$ cat config.mk
export PLATFORM = sky130hd
export DESIGN_NAME = rx_reset_sequencer
export DESIGN_NICKNAME = d
export VERILOG_FILES = /design/src/rtl/rx_reset_sequencer_pkg.sv /design/src/rtl/rx_reset_sequencer_storm_detector.sv /design/src/rtl/rx_reset_sequencer.sv
export SDC_FILE = /design/constraint.sdc
export NUM_CORES = 1
export LEC_CHECK = 0
export CAP_MARGIN = 20
export CORE_UTILIZATION = 50
export CTS_CLUSTER_DIAMETER = 150
export DETAILED_ROUTE_END_ITERATION = 10
export GPL_TIMING_DRIVEN = 0
export PLACE_DENSITY = 0.76
export SLEW_MARGIN = 40
export SYNTH_ARGS = -nofsm -noshare
export SYNTH_HDL_FRONTEND = slang
export SYNTH_SLANG_ARGS = --single-unit
$ cat constraint.sdc
create_clock -name clk -period 5.57 [get_ports clk]
set_input_delay 1.114 -clock clk [delete_from_list [all_inputs] [get_ports clk]]
set_output_delay 1.114 -clock clk [all_outputs]
set_load 0.01 [all_outputs]
$ cat src/rtl/rx_reset_sequencer_pkg.sv
// Shared encodings and default widths for the receiver reset sequencer and its status registers.
// The state values are visible to software, so they must stay fixed.
package rx_reset_sequencer_pkg;

  typedef enum logic [1:0] {
    S_IDLE    = 2'd0,
    S_ASSERT  = 2'd1,
    S_HOLDOFF = 2'd2,
    S_LOCKOUT = 2'd3
  } rx_state_e;

  localparam int RST_LEN_WIDTH_DEF = 8;
  localparam int HOLDOFF_WIDTH_DEF = 16;
  localparam int CNT_WIDTH_DEF     = 16;
  localparam int STORM_TH_WIDTH    = 8;

endpackage

$ cat src/rtl/rx_reset_sequencer_storm_detector.sv
// Trip-storm window tracker: storm_hit is combinational on the current trip, state updates next edge.
// No backpressure; a trip is seen only in the cycle it is presented.
module storm_detector
  import rx_reset_sequencer_pkg::*;
#(
  parameter int WIN_WIDTH = HOLDOFF_WIDTH_DEF
) (
  input  logic                      clk,
  input  logic                      rstn,
  input  logic                      trip_in,
  input  logic                      clear,
  input  logic [STORM_TH_WIDTH-1:0] storm_th,
  input  logic [WIN_WIDTH-1:0]      storm_window,
  output logic                      storm_hit
);

  logic [WIN_WIDTH-1:0]      win_q, win_d;
  logic [STORM_TH_WIDTH-1:0] cnt_q, cnt_d;
  logic [STORM_TH_WIDTH-1:0] cnt_next;
  logic                      active;
  logic                      in_window;

  always_comb begin
    active    = trip_in && (storm_th != '0);
    in_window = (win_q != '0);
    if (!in_window) begin
      cnt_next = STORM_TH_WIDTH'(1);
    end else if (cnt_q == '1) begin
      cnt_next = cnt_q;
    end else begin
      cnt_next = cnt_q + STORM_TH_WIDTH'(1);
    end
    storm_hit = active && (cnt_next == storm_th);

    win_d = win_q;
    cnt_d = cnt_q;
    if (clear) begin
      win_d = '0;
      cnt_d = '0;
    end else begin
      if (in_window) begin
        win_d = win_q - WIN_WIDTH'(1);
      end
      // A trip outside a live window opens a fresh one and restarts the count at 1.
      if (active) begin
        cnt_d = cnt_next;
        if (!in_window) begin
          win_d = storm_window;
        end
      end else if (win_q == WIN_WIDTH'(1)) begin
        cnt_d = '0;
      end
    end
  end

  always_ff @(posedge clk or negedge rstn) begin
    if (!rstn) begin
      win_q <= '0;
      cnt_q <= '0;
    end else begin
      win_q <= win_d;
      cnt_q <= cnt_d;
    end
  end

endmodule

$ cat src/rtl/rx_reset_sequencer.sv
// Turns watchdog trips and software requests into a fixed rx_rst pulse plus watchdog blanking window.
// One-cycle request-to-rx_rst latency; requests outside IDLE/HOLDOFF are dropped, not queued.
module rx_reset_sequencer
  import rx_reset_sequencer_pkg::*;
#(
  parameter int RST_LEN_WIDTH = RST_LEN_WIDTH_DEF,
  parameter int HOLDOFF_WIDTH = HOLDOFF_WIDTH_DEF,
  parameter int CNT_WIDTH     = CNT_WIDTH_DEF
) (
  input  logic                      clk,
  input  logic                      rstn,
  input  logic                      enable,
  input  logic                      wd_trip,
  input  logic                      sw_rst_req,
  input  logic [RST_LEN_WIDTH-1:0]  rst_len,
  input  logic [HOLDOFF_WIDTH-1:0]  holdoff_len,
  input  logic [STORM_TH_WIDTH-1:0] storm_th,
  input  logic [HOLDOFF_WIDTH-1:0]  storm_window,
  input  logic                      cnt_clr,
  output logic                      rx_rst,
  output logic                      wd_enable,
  output logic                      busy,
  output logic                      lockout,
  output logic [CNT_WIDTH-1:0]      trip_cnt,
  output logic [1:0]                state
);

  rx_state_e               state_q, state_d;
  logic [RST_LEN_WIDTH-1:0] len_q, len_d, len_load;
  logic [HOLDOFF_WIDTH-1:0] hold_q, hold_d;
  logic [CNT_WIDTH-1:0]     trip_cnt_q, trip_cnt_d;
  logic rx_rst_q, rx_rst_d, wd_enable_q, wd_enable_d;
  logic busy_q, busy_d, lockout_q, lockout_d;
  logic trip_acc, storm_hit, storm_clr;

  storm_detector #(
    .WIN_WIDTH (HOLDOFF_WIDTH)
  ) u_storm (
    .clk          (clk),
    .rstn         (rstn),
    .trip_in      (trip_acc),
    .clear        (storm_clr),
    .storm_th     (storm_th),
    .storm_window (storm_window),
    .storm_hit    (storm_hit)
  );

  always_comb begin
    trip_acc  = (state_q == S_IDLE) && enable && wd_trip;
    len_load  = (rst_len == '0) ? RST_LEN_WIDTH'(1) : rst_len;
    state_d   = state_q;
    len_d     = len_q;
    hold_d    = hold_q;
    storm_clr = 1'b0;

    if (!enable) begin
      state_d   = S_IDLE;
      len_d     = '0;
      hold_d    = '0;
      storm_clr = 1'b1;
    end else begin
      case (state_q)
        S_IDLE: begin
          if (trip_acc && storm_hit) begin
            state_d = S_LOCKOUT;
          end else if (trip_acc || sw_rst_req) begin
            state_d = S_ASSERT;
            len_d   = len_load;
          end
        end
        S_ASSERT: begin
          if (len_q <= RST_LEN_WIDTH'(1)) begin
            len_d = '0;
            if (holdoff_len != '0) begin
              state_d = S_HOLDOFF;
              hold_d  = holdoff_len;
            end else begin
              state_d = S_IDLE;
            end
          end else begin
            len_d = len_q - RST_LEN_WIDTH'(1);
          end
        end
        S_HOLDOFF: begin
          if (sw_rst_req) begin
            state_d = S_ASSERT;
            len_d   = len_load;
            hold_d  = '0;
          end else if (hold_q <= HOLDOFF_WIDTH'(1)) begin
            state_d = S_IDLE;
            hold_d  = '0;
          end else begin
            hold_d = hold_q - HOLDOFF_WIDTH'(1);
          end
        end
        S_LOCKOUT: begin
          if (cnt_clr) begin
            state_d   = S_IDLE;
            storm_clr = 1'b1;
          end
        end
        default: state_d = S_IDLE;
      endcase
    end

    // Clear beats a same-cycle trip so software always reads a clean zero afterwards.
    if (cnt_clr) begin
      trip_cnt_d = '0;
    end else if (trip_acc && (trip_cnt_q != '1)) begin
      trip_cnt_d = trip_cnt_q + CNT_WIDTH'(1);
    end else begin
      trip_cnt_d = trip_cnt_q;
    end

    rx_rst_d    = (state_d == S_ASSERT);
    busy_d      = (state_d == S_ASSERT) || (state_d == S_HOLDOFF);
    lockout_d   = (state_d == S_LOCKOUT);
    wd_enable_d = (state_d == S_IDLE) && enable;
  end

  always_ff @(posedge clk or negedge rstn) begin
    if (!rstn) begin
      state_q     <= S_IDLE;
      len_q       <= '0;
      hold_q      <= '0;
      trip_cnt_q  <= '0;
      rx_rst_q    <= 1'b0;
      wd_enable_q <= 1'b0;
      busy_q      <= 1'b0;
      lockout_q   <= 1'b0;
    end else begin
      state_q     <= state_d;
      len_q       <= len_d;
      hold_q      <= hold_d;
      trip_cnt_q  <= trip_cnt_d;
      rx_rst_q    <= rx_rst_d;
      wd_enable_q <= wd_enable_d;
      busy_q      <= busy_d;
      lockout_q   <= lockout_d;
    end
  end

  assign rx_rst    = rx_rst_q;
  assign wd_enable = wd_enable_q;
  assign busy      = busy_q;
  assign lockout   = lockout_q;
  assign trip_cnt  = trip_cnt_q;
  assign state     = state_q;

endmodule

* After elaboration in Yosys (flattened, before gate mapping)
Index checks and enable logic that the tools add are counted.
** Operators by class
- Reduce and logical (&&, ||, !) cells :: 19
- $lt $le $gt $ge :: 2
- Mux-type cells :: 36
- $add $sub $neg :: 5
- Equal/unequal tests :: 17
** Operator list (count)
- 16-bit 2-to-1 mux :: 11
- 8-bit 2-to-1 mux :: 11
- 16-bit one-hot mux with 2 select lines :: 1
- 16-bit nonzero test :: 2
- 16-bit by 1-bit subtractor with 16-bit output, second input constant :: 2
- 8-bit one-hot mux with 3 select lines :: 1
- 16-bit by 1-bit adder with 16-bit output, second input constant :: 1
- 16-bit by 1-bit == test with 1-bit output, second input constant :: 1
- 16-bit by 1-bit less-or-equal comparator with 1-bit output, second input constant :: 1
- 2-bit 2-to-1 mux :: 8
- 16-bit inequality test, second input constant :: 1
- 3-bit inequality test, second input constant :: 4
- 8-bit by 1-bit adder with 8-bit output, second input constant :: 1
- 2-bit == test, second input constant :: 4
- 8-bit == test :: 1
- 8-bit == test, second input constant :: 1
- 8-bit by 1-bit less-or-equal comparator with 1-bit output, second input constant :: 1
- 8-bit logical NOT :: 1
- 2-bit one-hot mux with 4 select lines :: 1
- 8-bit nonzero test :: 1
- 8-bit by 1-bit subtractor with 8-bit output, second input constant :: 1
- 1-bit logical AND :: 7
- 2-bit by 1-bit == test with 1-bit output, second input constant :: 2
- 2-bit logical NOT :: 2
- 9 further kinds :: 12
** Storage, ports and cells
- Input port bits :: 54
- Register bits after elaboration :: 70
- Word-level logic and storage cells :: 89

* Longest topological paths before layout
Gate-level depths: netlist of run 1.
- Word-level depth :: 11
- Depth in mapped cells :: 12

* Cells and area by module
From an unflattened synthesis of run 1, not the netlist that was laid out.
** Second synthesis, totals
- Cell total of the unflattened synthesis :: 557
- Area, all modules :: 4845.9 um^2
** Modules (own cells, without submodules)
- rx_reset_sequencer :: cells each 314, area each 2844.0 um^2, sequential area each 1151.1 um^2, times used 1
- storm_detector :: cells each 243, area each 2001.9 um^2, sequential area each 600.6 um^2, times used 1

* Worst setup path before layout of run 1
Ideal clock, no wire load.
- Path kind :: register to register
- From :: register u_storm.cnt_q[0]
- To :: register wd_enable_q (netlist: wd_enable)
- Clock period less this slack :: 3.432 ns
- Path slack :: 2.138 ns
- Setup time :: 0.119 ns
- Cell stages (with the launch flop) :: 13
- Path buffers :: 1
- Arrival :: 3.313 ns
- Cell sequence :: dfrtp_1 > ha_1 > buf_2 > nand4_1 > nor2_1 > mux2_2 > or3b_2 > o311a_1 > or2_0 > or3_1 > and2_1 > ha_1 > and2_1
** On the way
- Cells in the longest elaborated chain, start to end :: 11
- Elaborated cells between the ends (all ways) :: 12
- Those cells by class :: add/sub (1); eq/ne (2); mux (5); reduce/logical (4)
** Ends and longest elaborated chain
- from (decl) :: RTL line rx_reset_sequencer_storm_detector.sv:18 : logic [STORM_TH_WIDTH-1:0] cnt_q, cnt_d;
- from (signal assigned) :: RTL line rx_reset_sequencer_storm_detector.sv:62 : cnt_q <= cnt_d;
- 8-bit by 1-bit adder with 8-bit output / 8-bit == test (equally long branches) :: RTL line rx_reset_sequencer_storm_detector.sv:31, rx_reset_sequencer_storm_detector.sv:28
- 8-bit 2-to-1 mux (*) :: RTL line rx_reset_sequencer_storm_detector.sv:28 : end else if (cnt_q == '1) begin
- 8-bit 2-to-1 mux (*) :: RTL line rx_reset_sequencer_storm_detector.sv:26 : if (!in_window) begin
- 8-bit == test (*) :: RTL line rx_reset_sequencer_storm_detector.sv:33 : storm_hit = active && (cnt_next == storm_th);
- 1-bit logical AND (*) :: RTL line rx_reset_sequencer_storm_detector.sv:33
- 1-bit logical AND (*) :: RTL line rx_reset_sequencer.sv:64 : if (trip_acc && storm_hit) begin
- 2-bit 2-to-1 mux (*) :: RTL line rx_reset_sequencer.sv:64
- 2-bit one-hot mux with 4 select lines (*) :: RTL line rx_reset_sequencer.sv:62 : case (state_q)
- 2-bit 2-to-1 mux (*) :: RTL line rx_reset_sequencer.sv:56 : if (!enable) begin
- 2-bit logical NOT (*) :: RTL line rx_reset_sequencer.sv:118 : wd_enable_d = (state_d == S_IDLE) && enable;
- 1-bit logical AND (*) :: RTL line rx_reset_sequencer.sv:118
- named net wd_enable_d :: RTL line rx_reset_sequencer.sv:32 : logic rx_rst_q, rx_rst_d, wd_enable_q, wd_enable_d;
- to (signal assigned) :: RTL line rx_reset_sequencer.sv:137 : wd_enable_q <= wd_enable_d;
- to (decl) :: RTL line rx_reset_sequencer.sv:32
The timed path passes the listed nets; every way through them passes the cells marked *.
A chain may end at the register's enable or synchronous reset.

* Worst setup path after layout of run 1
- From :: input port enable
- To :: register wd_enable_q (netlist: wd_enable)
** On the way
- Cells in the longest elaborated chain, start to end :: 10
- Elaborated cells between the ends (all ways) :: 12
- Those cells by class :: mux (4); reduce/logical (8)
** Ends and longest elaborated chain
- from (decl) :: RTL line rx_reset_sequencer.sv:12 : input logic enable,
- 1-bit logical AND (2 in a row) :: RTL line rx_reset_sequencer.sv:49 : trip_acc = (state_q == S_IDLE) && enable && wd_trip;
- 1-bit logical AND :: RTL line rx_reset_sequencer_storm_detector.sv:24 : active = trip_in && (storm_th != '0);
- 1-bit logical AND :: RTL line rx_reset_sequencer_storm_detector.sv:33
- 1-bit logical AND :: RTL line rx_reset_sequencer.sv:64
- 2-bit 2-to-1 mux :: RTL line rx_reset_sequencer.sv:64
- 2-bit one-hot mux with 4 select lines :: RTL line rx_reset_sequencer.sv:62
- 2-bit 2-to-1 mux :: RTL line rx_reset_sequencer.sv:56
- 2-bit logical NOT :: RTL line rx_reset_sequencer.sv:118
- 1-bit logical AND (*) :: RTL line rx_reset_sequencer.sv:118
- named net wd_enable_d :: RTL line rx_reset_sequencer.sv:32
Marks and branches as above.

==> impl_metrics.env, run 1 <==
export IMPL_crit_end="wd_enable"
export IMPL_relSlewSlack=0.520
export IMPL_synth_sequential_area_ratio=0.388
export IMPL_die_area_um2=9420
export IMPL_clock_fmax_ghz=0.247
export IMPL_diodes=0
export IMPL_root_buffer="clkbuf_8"
export IMPL_numClockSinks=70
export IMPL_first_pass_iters=5
export IMPL_synth_main_ff_cell="dfrtp_1"
export IMPL_gp_congestion=0.886
export IMPL_final_cell_mix="clkdlybuf4s50_1 (73), dfrtp_1 (70), nor2_1 (67)"
export IMPL_fin_area_um2=5610
export IMPL_finalClockSkew_ns=0.0110
export IMPL_tns_ns=0
export IMPL_syn_area_per_cell_um2=8.43
export IMPL_r2r_end="wd_enable"
export IMPL_htree_levels=3
export IMPL_grt_overflow_total=0
export IMPL_ioPinCount=76
export IMPL_min_path_type="reg -> reg"
export IMPL_worstSetupEndpointType="flop"
export IMPL_status="complete, no violations"
export IMPL_ir_worst_vdd_mv=0.287
export IMPL_die_w_um=97.1
export IMPL_cp_required_ns=5.80
export IMPL_ff2ff_path_depth=12
export IMPL_cp_num_buf_inv=2
export IMPL_hold_viol=0
export IMPL_cts_inserted_buffers=9
export IMPL_clkSlewWorstSetupHoldPaths_ns=0.08
export IMPL_port_buffers=74
export IMPL_rows=34
export IMPL_yosys_warnings=0
export IMPL_synth_edf_count=0
export IMPL_fin_crit_ns=4.05
export IMPL_dpl_instance_area_um2=5420
export IMPL_async_flop_share=1.00
export IMPL_rsz0062_at_grt="no"
export IMPL_synthMuxAreaShare=0.00471
export IMPL_power_density_nw_per_um2=400
export IMPL_holdPathStages=2
export IMPL_drv_slew=0
export IMPL_grt_pass1_vias=4209
export IMPL_drc=0
export IMPL_fillers=733
export IMPL_ant_nets=0
export IMPL_vias=4460
export IMPL_core_area_um2=8720
export IMPL_yosysUniqueCellTypes=68
export IMPL_routed_wl_um=11500
export IMPL_drv_cap=0
export IMPL_synth_top_cell_by_area="dfrtp_1"
export IMPL_synth_seq_cells=70
export IMPL_area_growth_pct=24.2
export IMPL_synth_compound_area_frac=0.211
export IMPL_mostFrequentLayoutCell="clkdlybuf4s50_1"
export IMPL_synthSimpleGateAreaFrac=0.270
export IMPL_setup_viol=0
export IMPL_critPathMostFrequentCell="and2_1"
export IMPL_tritoncts="done"
export IMPL_crit_fanout=6
export IMPL_p_leak_nw=2.28
export IMPL_crit_family="simple AND/OR/NAND/NOR gates"
export IMPL_grt_pass1_wl_um=19700
export IMPL_hold_buffers=0
export IMPL_synth_top_area_share=0.388
export IMPL_clock_latency_ns=0.34
export IMPL_slowest_stage="clkdlybuf4s50_1"
export IMPL_grt_max_degree=39
export IMPL_initial_utilization=0.518
export IMPL_r2r_slack_ns=1.62
export IMPL_cts_resized=0
export IMPL_die_h_um=97.1
export IMPL_worstHoldStart="len_q[1]"
export IMPL_cp_startpoint="enable"
export IMPL_dpl_cell_count=719
export IMPL_tightest_slew_ns=0.714
export IMPL_via_per_inst=6.08
export IMPL_synthCells=536
export IMPL_synth_top_family_by_area="simple AND/OR/NAND/NOR gates"
export IMPL_post_drt_wl_per_cell_um=15.7
export IMPL_num_nets_final=688
export IMPL_synth_xor_area_share=0.0640
export IMPL_path_depth=11
export IMPL_synth_area_um2=4520
export IMPL_stdcell_count=734
export IMPL_drt_iter0_markers=219
export IMPL_dp_final_hpwl_um=8640
export IMPL_synthAdderAreaFrac=0.0332
export IMPL_cp_start_kind="primary input"
export IMPL_period_share=0.726
export IMPL_syn_nets=602
export IMPL_clock_path_buffers=2
export IMPL_postCtsSetupRepairBufs=0
export IMPL_synthTopCellsByArea="dfrtp_1 (39%), nor2_1 (5.6%), o21ai_0 (4.9%)"
export IMPL_max_stage_delay_ns=0.60
export IMPL_path_cells="clkdlybuf4s50_1 -> nand4_1 -> a31oi_1 -> and2_1 -> clkbuf_1 -> a32oi_1 -> or2_0 -> or3_1 -> and2_1 -> ha_1 -> and2_1"
export IMPL_antenna_found_initial=0
export IMPL_arrival_ns=4.27
export IMPL_drive_above_1_share=0.0623
export IMPL_r2r_start="u_storm.cnt_q[0]"
export IMPL_track_usage=0.253
export IMPL_critical_path_class="in -> reg"
-- worst min path at each step --
stage          slack, ns  endpoint
2_1_floorplan       0.47  len_q[1]
3_3_place_gp        0.49  len_q[1]
3_5_place_dp        0.52  len_q[1]
4_1_cts             0.54  len_q[1]
5_1_grt             0.58  len_q[1]
6_report            0.54  len_q[1]
-- tightest hold or removal path: stages, from the launching register on --
cell and delay (ns):
dfrtp_1 0.39, nand2_1 0.06, o31ai_1 0.06
-- stage by stage --
stage | power (W) | util | setup slack (ns) | hold slack (ns)
2_1_floorplan | 0.00152 | - | 2.14 | 0.469
3_3_place_gp | 0.00179 | 0.619 | 0.944 | 0.491
3_5_place_dp | 0.00182 | 0.622 | 1.19 | 0.524
4_1_cts | 0.00224 | 0.643 | 1.53 | 0.543
5_1_grt | 0.00243 | 0.643 | 1.33 | 0.583
6_report | 0.00225 | 0.643 | 1.52 | 0.544
-- synthesized netlist by cell type, drive strengths merged (3+ instances only) --
master / instances
dfrtp: 70
nor2: 68
nand2: 57
o21ai: 44
a21oi: 34
nor3: 25
xor2: 21
clkbuf: 17
nor4: 17
nand3: 15
a211oi: 13
ha: 12
xnor2: 12
inv: 11
nand4: 11
nor2b: 8
or2: 7
o211ai: 6
or3: 6
and2: 5
nand2b: 5
a221oi: 4
a22oi: 4
and3: 4
buf: 4
a21boi: 3
a21o: 3
a311oi: 3
nor3b: 3
nor4b: 3
or4: 3
-- report_power, final --
group	internal, W	switching (W)	total [W]
registers	0.000618	0.000126	0.000744
clock network	0.000215	0.000190	0.000405
logic	0.000447	0.000651	0.00110
-- routing by layer --
metal  vias up  wire length [µm]  global-route usage
met5         -                 0                   0
met4         0               204              0.0838
met3        24               796              0.0353
met2       193              5350               0.406
met1      2102              5200               0.352
li1       2141                 -                   -
-- sequential cells by signal, indices dropped and copies added, names as in the netlist, 2 cells and up --
name           cells
state              2
u_storm.cnt_q      8
len_q              8
trip_cnt          16
u_storm.win_q     16
hold_q            16
-- kinds of logic after synthesis --
kind of cell,Yosys count
fa+ha+maj,12
simple gates,243
mux,2
xor+xnor,33
compound gates,144
buf+inv,32
flops,70
-- layout make-up --
| cell class | count | area (µm²) | share of cell area |
|---|---|---|---|
| Multi-Input combinational cell | 434 | 2640 | 0.470 |
| Sequential cell | 70 | 1750 | 0.312 |
| Timing Repair Buffer | 75 | 762 | 0.136 |
| Clock buffer | 11 | 141 | 0.0252 |
| Tap cell | 108 | 135 | 0.0241 |
| Buffer | 21 | 92.6 | 0.0165 |
| Clock inverter | 4 | 47.5 | 0.00847 |
| Inverter | 11 | 41.3 | 0.00736 |
(Power assumes the default switching activity.)
==> inputs of run 2 (changes only) <==
- CORE_UTILIZATION: 50 -> 49
- PLACE_DENSITY: 0.76 -> 0.77
- clock period: 5.57 -> 3.65 ns (I/O delays scaled with it)
==> run 2 against run 1 <==
The flow now finishes with violations (design-rule violations). Wire length is 4.6% higher. Global-route usage is 0.29 points higher. Die area is 2.0% higher. Register-to-register slack worse by 1.5 ns. Setup slack worse by 1.4 ns. Combinational power is 56% higher. Sequential share of layout area is 0.67 points lower. Final area is 2.3% higher. Clock skew is 0.0013 ns lower. Total power is 59% higher. Sequential power is 53% higher. Critical endpoint unchanged.
==> impl_metrics.env, run 2 (same netlist as run 1, synthesis figures left out) <==
export IMPL_status="complete, but fails checks"
export IMPL_failed_checks="design-rule violations"
export IMPL_core_area_um2=8810
export IMPL_drt_iter0_markers=334
export IMPL_track_usage=0.255
export IMPL_dp_final_hpwl_um=9020
export IMPL_r2r_end="wd_enable"
export IMPL_drv_slew=0
export IMPL_cp_required_ns=3.90
export IMPL_path_cells="ha_1 -> buf_4 -> nand4_1 -> nor2_4 -> mux2_2 -> or3b_2 -> o311a_4 -> or2_0 -> or3_1 -> and2_1 -> ha_1 -> and2_1"
export IMPL_cp_start_kind="flop"
export IMPL_drv_cap=0
export IMPL_min_path_type="in -> async"
export IMPL_max_stage_delay_ns=0.48
export IMPL_gp_congestion=0.887
export IMPL_fin_crit_ns=3.56
export IMPL_htree_levels=3
export IMPL_crit_family="simple AND/OR/NAND/NOR gates"
export IMPL_setup_viol=0
export IMPL_grt_busiest_layer="met2"
export IMPL_diodes=0
export IMPL_hold_viol=0
export IMPL_tritoncts="done"
export IMPL_hold_buffers=0
export IMPL_num_nets_final=695
export IMPL_use_met2=0.440
export IMPL_slowest_stage="or3b_2"
export IMPL_final_cell_mix="clkdlybuf4s50_1 (73), dfrtp_1 (68), nor2_1 (66)"
export IMPL_ir_worst_vdd_mv=0.400
export IMPL_crit_fanout=10
export IMPL_layout_setup_ws_ns=0.0934
export IMPL_ff2ff_path_depth=12
export IMPL_rows=34
export IMPL_grt_util_met3=0.0494
export IMPL_stdcell_count=742
export IMPL_mostFrequentLayoutCell="clkdlybuf4s50_1"
export IMPL_via_per_inst=6.04
export IMPL_dpl_cell_count=719
export IMPL_initial_utilization=0.513
export IMPL_ant_nets=0
export IMPL_clock_latency_ns=0.37
export IMPL_critical_path_class="reg -> reg"
export IMPL_timing_hold_ws_ns=0.219
export IMPL_clock_path_buffers=2
export IMPL_met1_usage=0.323
export IMPL_drive_above_1_share=0.0820
export IMPL_first_pass_iters=8
export IMPL_finalCoreUtilization=0.652
export IMPL_pre_cts_slack_ns=-0.400
export IMPL_worstSetupEndpointType="flop"
export IMPL_p_leak_nw=2.33
export IMPL_vias=4485
export IMPL_ioPinCount=76
export IMPL_finalClockSkew_ns=0.00969
export IMPL_die_area_um2=9610
export IMPL_die_w_um=98.0
export IMPL_routed_wl_um=12100
export IMPL_r2r_start="u_storm.cnt_q[0]"
export IMPL_grt_max_degree=45
export IMPL_arrival_ns=3.81
export IMPL_grt_overflow_total=0
export IMPL_cp_num_buf_inv=1
export IMPL_drc=8
export IMPL_power_density_nw_per_um2=621
export IMPL_post_drt_wl_per_cell_um=16.3
export IMPL_numClockSinks=70
export IMPL_antenna_found_initial=0
export IMPL_port_buffers=74
export IMPL_area_growth_pct=27.1
export IMPL_cts_inserted_buffers=9
export IMPL_die_h_um=98.0
export IMPL_grt_pass1_vias=4202
export IMPL_root_buffer="clkbuf_8"
export IMPL_relSlewSlack=0.534
export IMPL_clock_fmax_ghz=0.281
export IMPL_period_share=0.974
export IMPL_tightest_slew_ns=0.699
export IMPL_r2r_slack_ns=0.09
export IMPL_tns_ns=0
export IMPL_grt_pass1_wl_um=19800
export IMPL_clkSlewWorstSetupHoldPaths_ns=0.08
-- run 2: cell count changes in the layout (fill, tap and decap cells not counted), sizes merged --
| cell | change |
|---|---|
| clkbuf | -1 |
| buf | +7 |
| inv | +2 |
| clkinv | -1 |
| bufinv | +1 |
-- run 2: layer usage --
metal | vias up | share of wire
met3 | 29 | 0.055
met1 | 2156 | 0.43
met2 | 149 | 0.49
li1 | 2151 | -
met5 | - | 0
met4 | 0 | 0.018
-- run 2: where the power goes --
part	total [W]	internal (W)	switching, W
sequential	0.00114	0.000944	0.000192
clock	0.000713	0.000391	0.000322
combinational	0.00172	0.000705	0.00101
total	0.00356	0.00204	0.00153
-- run 2: metrics by stage --
step / total power (W) / instance area, µm²
3_5_place_dp: 0.00279 / 5430
2_1_floorplan: 0.00232 / 4520
4_1_cts: 0.00352 / 5670
6_report: 0.00356 / 5740
3_3_place_gp: 0.00273 / 5390
5_1_grt: 0.00380 / 5740
-- run 2: how the worst max path moves through the flow --
stage                     startpoint                to  cells past startpoint
detailed placement            enable         wd_enable                     11
global route        u_storm.cnt_q[1]         wd_enable                     12
CTS                 u_storm.cnt_q[0]         wd_enable                     12
finish              u_storm.cnt_q[0]         wd_enable                     12
global placement                rstn  u_storm.cnt_q[1]                      1
floorplan           u_storm.cnt_q[0]         wd_enable                     12
-- run 2: timing repair --
item	in CTS	in global routing
pin swaps	0	2
resized for setup	4	5
setup buffers	0	7
endpoints found under the setup margin	3	3
-- run 2: worst reg2reg max path, cell delays in order (launching register included) --
cell,delay (ns)
dfrtp_2,0.40
ha_1,0.17
buf_4,0.17
nand4_1,0.19
nor2_4,0.22
mux2_2,0.38
or3b_2,0.48
o311a_4,0.33
or2_0,0.24
or3_1,0.36
and2_1,0.19
ha_1,0.17
and2_1,0.15
-- run 2: cell type report --
cell class | count | area [µm²]
clock buffers | 10 | 128
inverters | 11 | 41.3
fillers | 736 | 3060
flip-flops and latches | 70 | 1750
well taps | 108 | 135
plain buffers | 21 | 95.1
multi-input cells | 434 | 2670
repair buffers | 82 | 822
clock inverters | 6 | 93.8
